**config.mk**
```make
export PLATFORM = sky130hd
export DESIGN_NAME = cmd_sequencer_flat
export DESIGN_NICKNAME = d
export VERILOG_FILES = /design/src/rtl/cmd_sequencer_if.sv /design/src/rtl/cmd_sequencer.sv /design/src/flat_wrapper.sv
export SDC_FILE = /design/constraint.sdc
export NUM_CORES = 1
export LEC_CHECK = 0
export ABC_AREA = 1
export CAP_MARGIN = 20
export CORE_ASPECT_RATIO = 0.9
export CORE_MARGIN = 2
export CORE_UTILIZATION = 40
export DETAILED_ROUTE_END_ITERATION = 10
export PLACE_DENSITY_LB_ADDON = 0.05
export REMOVE_ABC_BUFFERS = 1
export SLEW_MARGIN = 20
export SYNTH_ARGS = -nofsm -noshare
export SYNTH_HDL_FRONTEND = slang
export SYNTH_SLANG_ARGS = --single-unit
export TNS_END_PERCENT = 100
```
**constraint.sdc**
```tcl
create_clock -name clk -period 3.6 [get_ports clk]
set_input_delay 0.54 -clock clk [delete_from_list [all_inputs] [get_ports clk]]
set_output_delay 0.54 -clock clk [all_outputs]
set_load 0.1 [all_outputs]
```
**src/rtl/cmd_sequencer_if.sv**
```systemverilog
// Host-side command/response handshake between the UART command receiver,
// the UART transmitter and the command sequencer.
interface cmd_sequencer_if;
  logic        cmd_rdy;
  logic [7:0]  cmd;
  logic [15:0] data;
  logic        clr_cmd_rdy;
  logic        send_resp;
  logic [7:0]  resp;
  logic        resp_sent;

  modport master (
    output cmd_rdy, cmd, data, resp_sent,
    input  clr_cmd_rdy, send_resp, resp
  );

  modport slave (
    input  cmd_rdy, cmd, data, resp_sent,
    output clr_cmd_rdy, send_resp, resp
  );
endinterface

```
**src/rtl/cmd_sequencer.sv**
```systemverilog
// Command sequencer: decodes host commands, owns flight setpoints, sequences calibration.
// Optional link-loss watchdog is built only when CMD_WDOG_EN is defined.
//
// state    | meaning
// IDLE     | ready to consume the next pending command
// CAL_WAIT | calibration started, waiting for cal_done or timeout
// WAIT_TX  | response byte handed to UART TX, waiting for resp_sent
module cmd_sequencer #(
  parameter logic [25:0] CAL_TMO  = 26'h3FFFFFF,
  parameter logic [25:0] WDOG_CYC = 26'h3FFFFFF
) (
  input  logic               clk,
  input  logic               rst,
  cmd_sequencer_if.slave     bus,
  input  logic               cal_done,
  output logic               strt_cal,
  output logic signed [15:0] d_ptch,
  output logic signed [15:0] d_roll,
  output logic signed [15:0] d_yaw,
  output logic [8:0]         thrst,
  output logic               motors_off,
  output logic               wdog_trip
);

  typedef enum logic [1:0] {IDLE, CAL_WAIT, WAIT_TX} state_t;

  localparam logic [7:0] RESP_ACK = 8'hA5;
  localparam logic [7:0] RESP_BAD = 8'hEE;
  localparam logic [7:0] RESP_TMO = 8'hE1;

  state_t             state, state_nxt;
  logic [25:0]        cal_cnt, cal_cnt_nxt;
  logic               clr_nxt, send_nxt, strt_nxt, motors_nxt;
  logic [7:0]         resp_nxt;
  logic signed [15:0] ptch_nxt, roll_nxt, yaw_nxt;
  logic [8:0]         thrst_nxt;
  logic               consume;
  logic               wdog_hit;

  assign consume = (state == IDLE) && bus.cmd_rdy;

`ifdef CMD_WDOG_EN
  logic [25:0] wdog_cnt;

  // A command consumed on the terminal cycle counts as link activity and wins.
  assign wdog_hit = (wdog_cnt == WDOG_CYC) && !consume;

  always_ff @(posedge clk) begin
    if (rst) begin
      wdog_cnt  <= '0;
      wdog_trip <= 1'b0;
    end else begin
      wdog_trip <= wdog_hit;
      if (consume || wdog_hit)
        wdog_cnt <= '0;
      else if (!motors_off && (thrst != '0))
        wdog_cnt <= wdog_cnt + 26'd1;
    end
  end
`else
  logic unused_wdog_cyc;

  assign unused_wdog_cyc = ^WDOG_CYC;
  assign wdog_hit        = 1'b0;
  assign wdog_trip       = 1'b0;
`endif

  always_comb begin
    state_nxt   = state;
    cal_cnt_nxt = cal_cnt;
    clr_nxt     = 1'b0;
    send_nxt    = 1'b0;
    strt_nxt    = 1'b0;
    resp_nxt    = bus.resp;
    motors_nxt  = motors_off;
    ptch_nxt    = d_ptch;
    roll_nxt    = d_roll;
    yaw_nxt     = d_yaw;
    thrst_nxt   = thrst;

    case (state)
      IDLE: begin
        if (bus.cmd_rdy) begin
          clr_nxt   = 1'b1;
          send_nxt  = 1'b1;
          resp_nxt  = RESP_ACK;
          state_nxt = WAIT_TX;
          case (bus.cmd)
            8'h02: ptch_nxt  = $signed(bus.data);
            8'h03: roll_nxt  = $signed(bus.data);
            8'h04: yaw_nxt   = $signed(bus.data);
            8'h05: thrst_nxt = bus.data[8:0];
            8'h06: begin
              // Response is deferred until calibration resolves.
              send_nxt    = 1'b0;
              resp_nxt    = bus.resp;
              strt_nxt    = 1'b1;
              motors_nxt  = 1'b0;
              cal_cnt_nxt = '0;
              state_nxt   = CAL_WAIT;
            end
            8'h07: begin
              ptch_nxt  = '0;
              roll_nxt  = '0;
              yaw_nxt   = '0;
              thrst_nxt = '0;
            end
            8'h08: begin
              motors_nxt = 1'b1;
              thrst_nxt  = '0;
            end
            default: resp_nxt = RESP_BAD;
          endcase
        end
      end
      CAL_WAIT: begin
        if (cal_done) begin
          send_nxt  = 1'b1;
          resp_nxt  = RESP_ACK;
          state_nxt = WAIT_TX;
        end else if (cal_cnt == CAL_TMO) begin
          send_nxt   = 1'b1;
          resp_nxt   = RESP_TMO;
          motors_nxt = 1'b1;
          state_nxt  = WAIT_TX;
        end else begin
          cal_cnt_nxt = cal_cnt + 26'd1;
        end
      end
      WAIT_TX: begin
        if (bus.resp_sent)
          state_nxt = IDLE;
      end
      default: state_nxt = IDLE;
    endcase

    if (wdog_hit) begin
      ptch_nxt  = '0;
      roll_nxt  = '0;
      yaw_nxt   = '0;
      thrst_nxt = '0;
    end
  end

  always_ff @(posedge clk) begin
    if (rst) begin
      state           <= IDLE;
      cal_cnt         <= '0;
      bus.clr_cmd_rdy <= 1'b0;
      bus.send_resp   <= 1'b0;
      bus.resp        <= 8'h00;
      strt_cal        <= 1'b0;
      motors_off      <= 1'b1;
      d_ptch          <= '0;
      d_roll          <= '0;
      d_yaw           <= '0;
      thrst           <= '0;
    end else begin
      state           <= state_nxt;
      cal_cnt         <= cal_cnt_nxt;
      bus.clr_cmd_rdy <= clr_nxt;
      bus.send_resp   <= send_nxt;
      bus.resp        <= resp_nxt;
      strt_cal        <= strt_nxt;
      motors_off      <= motors_nxt;
      d_ptch          <= ptch_nxt;
      d_roll          <= roll_nxt;
      d_yaw           <= yaw_nxt;
      thrst           <= thrst_nxt;
    end
  end

endmodule
```
**src/flat_wrapper.sv**
```systemverilog
// flat-port wrapper written by rule: the top's interface ports become plain ports
module cmd_sequencer_flat 
#(
  parameter logic [25:0] CAL_TMO  = 26'h3FFFFFF,
  parameter logic [25:0] WDOG_CYC = 26'h3FFFFFF
)
  (clk, rst, cal_done, strt_cal, d_ptch, d_roll, d_yaw, thrst, motors_off, wdog_trip, bus_cmd_rdy, bus_cmd, bus_data, bus_resp_sent, bus_clr_cmd_rdy, bus_send_resp, bus_resp);
  cmd_sequencer_if bus_i ();
  input  logic clk;
  input  logic rst;
  input  logic cal_done;
  output logic strt_cal;
  output logic signed [15:0] d_ptch;
  output logic signed [15:0] d_roll;
  output logic signed [15:0] d_yaw;
  output logic [8:0] thrst;
  output logic motors_off;
  output logic wdog_trip;
  input wire logic [$bits(bus_i.cmd_rdy)-1:0] bus_cmd_rdy;
  input wire logic [$bits(bus_i.cmd)-1:0] bus_cmd;
  input wire logic [$bits(bus_i.data)-1:0] bus_data;
  input wire logic [$bits(bus_i.resp_sent)-1:0] bus_resp_sent;
  output wire logic [$bits(bus_i.clr_cmd_rdy)-1:0] bus_clr_cmd_rdy;
  output wire logic [$bits(bus_i.send_resp)-1:0] bus_send_resp;
  output wire logic [$bits(bus_i.resp)-1:0] bus_resp;
  assign bus_i.cmd_rdy = bus_cmd_rdy;
  assign bus_i.cmd = bus_cmd;
  assign bus_i.data = bus_data;
  assign bus_i.resp_sent = bus_resp_sent;
  assign bus_clr_cmd_rdy = bus_i.clr_cmd_rdy;
  assign bus_send_resp = bus_i.send_resp;
  assign bus_resp = bus_i.resp;
  cmd_sequencer #(.CAL_TMO(CAL_TMO), .WDOG_CYC(WDOG_CYC)) u_core (.clk(clk), .rst(rst), .bus(bus_i), .cal_done(cal_done), .strt_cal(strt_cal), .d_ptch(d_ptch), .d_roll(d_roll), .d_yaw(d_yaw), .thrst(thrst), .motors_off(motors_off), .wdog_trip(wdog_trip));
endmodule
```
==> run summary <==
max incr delay on CP - 0.45 ns
die width - 114.6 um
Setup Fix Bufs, Post-CTS - 0
CP bufs+invs - 3
worst setup path end - u_core.cal_cnt[2]
Adder-Cell Fraction of Synth Area - 0.2842%
initial antenna violation count - 0
Min-Delay Path Class - reg -> reg
Non-Filler Instances - 878
pwr/cell area - 402.0 nW/um^2
Gate power share - 14.1%
TritonCTS clock tree - yes
Hold Path Depth - 2
Critical Path Source Type - input pin
DRC - 0
mapped cell area - 4403 um^2
TNS Setup - 0 ns
Reg2Reg Capture Point - u_core.cal_cnt[2]
row cnt - 36
First DRT Iteration DRCs - 188
DP HPWL - 8.202 mm
via count - 4275
Area growth syn-to-layout - 30.29%
Final Hold Fails - 0
H-Tree Depth - 3
n_diodes - 0
Final setup viols - 0
Internal Power - 1628 uW
post-synthesis simple-gate area fraction - 29.27%
post_cts resized - 0
Worst EP arrival - 2.65 ns
Cell Chain, Critical Path - clkdlybuf4s50_1 -> inv_1 -> nand2_1 -> nor2_1 -> nand2_1 -> a21boi_4 -> nand2_2 -> nand2_2 -> inv_2 -> nand2_1 -> nand2_1
crit path from - bus_cmd[3]
largest family of logic cells by synthesized area - simple AND/OR/NAND/NOR gates
Worst-Margin Slew - 1.025 ns
Synth Area per Inst - 6.732 um^2
LEAKAGE - 0.002458 uW
FF+latch count, synth - 94
RSZ-0062 raised after global routing - false
max_slew headroom - 31.42%
Warnings, synthesis - 0
Filler cells - 1069
cts bufs inserted - 9
Root Buffer - clkbuf_16
worst reg2reg setup slack - 1.23 ns
Die Span Y - 103.5 um
first-pass GRT wire length - 19.44 mm
maximum vdd ir drop - 0.2636 mV
Yosys cell types - 31
clk slew on worst S/H paths - 0.07 ns
vias per inst - 4.869
Core Box Area - 10770 um^2
min Tclk post-route - 2.405 ns
WL/cell - 13.12 um
worst-skew pair later-pin latency - 0.35 ns
1st-pass router iterations - 4
CP Max Fanout - 21
cell total after placement - 862
Max Slew Vio Count - 0
CP required - 3.84 ns
clock share of power - 39.6%
number of max-cap violations - 0
run status - complete, no violations
Synth Area in XOR/XNOR - 0.7957%
crit share post-route - 66.81%
switching share of total power - 29.41%
f_max - 415.8 MHz
die area - 11860 um^2
total wire length - 11.52 mm
largest net degree at the start of global routing - 52
Max Clock Skew - 0.01020 ns
clock buffer depth - 2
R2R depth - 11
NetSw - 678.3 uW
most used cell, CP - nand2_1
mux share of post-synthesis cell area - 0%
Mapped Cells - 654
TritonCTS Sinks - 94
post-synthesis compound-gate area fraction - 15.71%
Seq/Total Area, Yosys - 42.74%
I/O Pins - 99
count of input and output buffers - 96
Nets - 770
share of cells above drive strength 1 - 5.906%
delay-heaviest family, CP - simple AND/OR/NAND/NOR gates
Initial Utilization - 40.90%
WP depth - 11
sequential share of power - 46.3%
CP endpoint kind - register
Remaining Overflow, GRT - 0
worst r2r src - u_core.cal_cnt[1]
vias in the first global route - 4103
Hold Buf Count CTS - 0
final antenna-violating net count - 0
Tot GR Track Use - 20.36%
critical path type - in -> reg
gp weighted congestion - 0.8699
CP max-delay cell - clkdlybuf4s50_1
-- cells in the mapped netlist --
library cell,instances,share of area [%]
a21boi_4,1,0.43
a21o_1,1,0.17
a21oi_1,65,7.4
buf_1,1,0.085
buf_2,11,1.3
buf_4,6,1.0
buf_6,1,0.26
clkbuf_1,9,0.77
clkinv_1,1,0.085
conb_1,1,0.085
dfxtp_1,94,43
ha_1,1,0.28
inv_1,84,7.2
inv_2,4,0.34
inv_4,1,0.14
nand2_1,146,12
nand2_2,6,0.85
nand3_1,29,3.3
nand3_2,1,0.23
nand3b_1,2,0.34
nand4_1,7,0.99
nor2_1,98,8.4
nor2_2,2,0.28
nor2_4,5,1.3
nor3_1,5,0.57
nor3_2,2,0.45
nor3b_1,1,0.17
o21ai_0,57,6.5
o21ai_1,2,0.23
o21bai_1,6,1.0
xor2_1,4,0.80
-- power groups by stage --
stage | logic (uW) | clock network [uW] | registers [uW]
global placement | 325 | 0 | 1090
finish | 325 | 914 | 1070
CTS | 327 | 936 | 1070
floorplan | 114 | 0 | 1200
global route | 351 | 981 | 1070
detailed placement | 326 | 0 | 1090
-- logic make-up after synthesis --
| kind of cell | Yosys count |
|---|---|
| simple gates | 304 |
| flops | 94 |
| xor+xnor | 4 |
| fa+ha+maj | 1 |
| other cells | 1 |
| compound gates | 132 |
| buf+inv | 118 |
-- metal layers --
layer | vias up | global-route usage [%] | part of all wire [%]
met4 | 0 | 7.143 | 1.6
met1 | 1937 | 24.78 | 45
met5 | - | 0 | 0
met3 | 17 | 7.665 | 7.3
li1 | 2233 | - | -
met2 | 88 | 32.76 | 46
-- how the worst min path moves through the flow --
stage / start / end
after floorplan: u_core.cal_cnt[25] / u_core.cal_cnt[25]
after global placement: u_core.d_yaw[8] / u_core.d_yaw[8]
after detailed placement: u_core.d_yaw[8] / u_core.d_yaw[8]
after CTS: u_core.d_yaw[8] / u_core.d_yaw[8]
after global routing: u_core.d_yaw[2] / u_core.d_yaw[2]
final: u_core.d_yaw[8] / u_core.d_yaw[8]
-- final cells by class --
class,instances,area [um^2],share of cell area (%)
clock inverters,6,55.05,0.9597
well taps,133,166.4,2.901
inverters,90,340.3,5.932
multi-input cells,443,2046,35.66
clock buffers,10,229.0,3.991
repair buffers,102,1018,17.75
flip-flops and latches,94,1882,32.80
-- tightest hold or removal path, stage by stage (launching register included) --
cell     delay [ns]
dfxtp_1        0.31
nand2_1        0.06
a21oi_1        0.05
-- sequential cells by signal, summed over array words and instances (netlist names) --
| register | count |
|---|---|
| u_core.d_ptch | 16 |
| u_core.motors_off | 1 |
| u_core.bus.clr_cmd_rdy | 1 |
| u_core.strt_cal | 1 |
| u_core.thrst | 9 |
| u_core.state | 2 |
| u_core.bus.send_resp | 1 |
| u_core.d_yaw | 16 |
| u_core.bus.resp | 5 |
| u_core.d_roll | 16 |
| u_core.cal_cnt | 26 |
-- placed cells by master (no fill, tap or decap), drive strengths merged, types with 2 or more instances in the layout --
master	instances
a21oi	65
buf	6
clkbuf	10
clkdlybuf4s50	96
clkinv	3
clkinvlp	2
conb	2
dfxtp	94
inv	91
nand2	152
nand3	30
nand3b	2
nand4	7
nor2	105
nor3	7
o21ai	59
o21bai	6
xor2	4
-- per-stage QoR --
| stage | hold slack [ns] | utilization [%] | area [um^2] | power, uW | worst slack (ns) |
|---|---|---|---|---|---|
| after floorplan | 0.4526 | - | 4258 | 1316 | 1.147 |
| after global placement | 0.4479 | 50.65 | 5453 | 1415 | 0.8735 |
| after detailed placement | 0.4580 | 50.65 | 5453 | 1417 | 0.8175 |
| after CTS | 0.4669 | 53.29 | 5737 | 2330 | 1.190 |
| after global routing | 0.4915 | 53.29 | 5737 | 2400 | 0.9237 |
| final | 0.4640 | 53.29 | 5737 | 2306 | 1.195 |
Note: power is estimated with default switching activity, not from simulation.
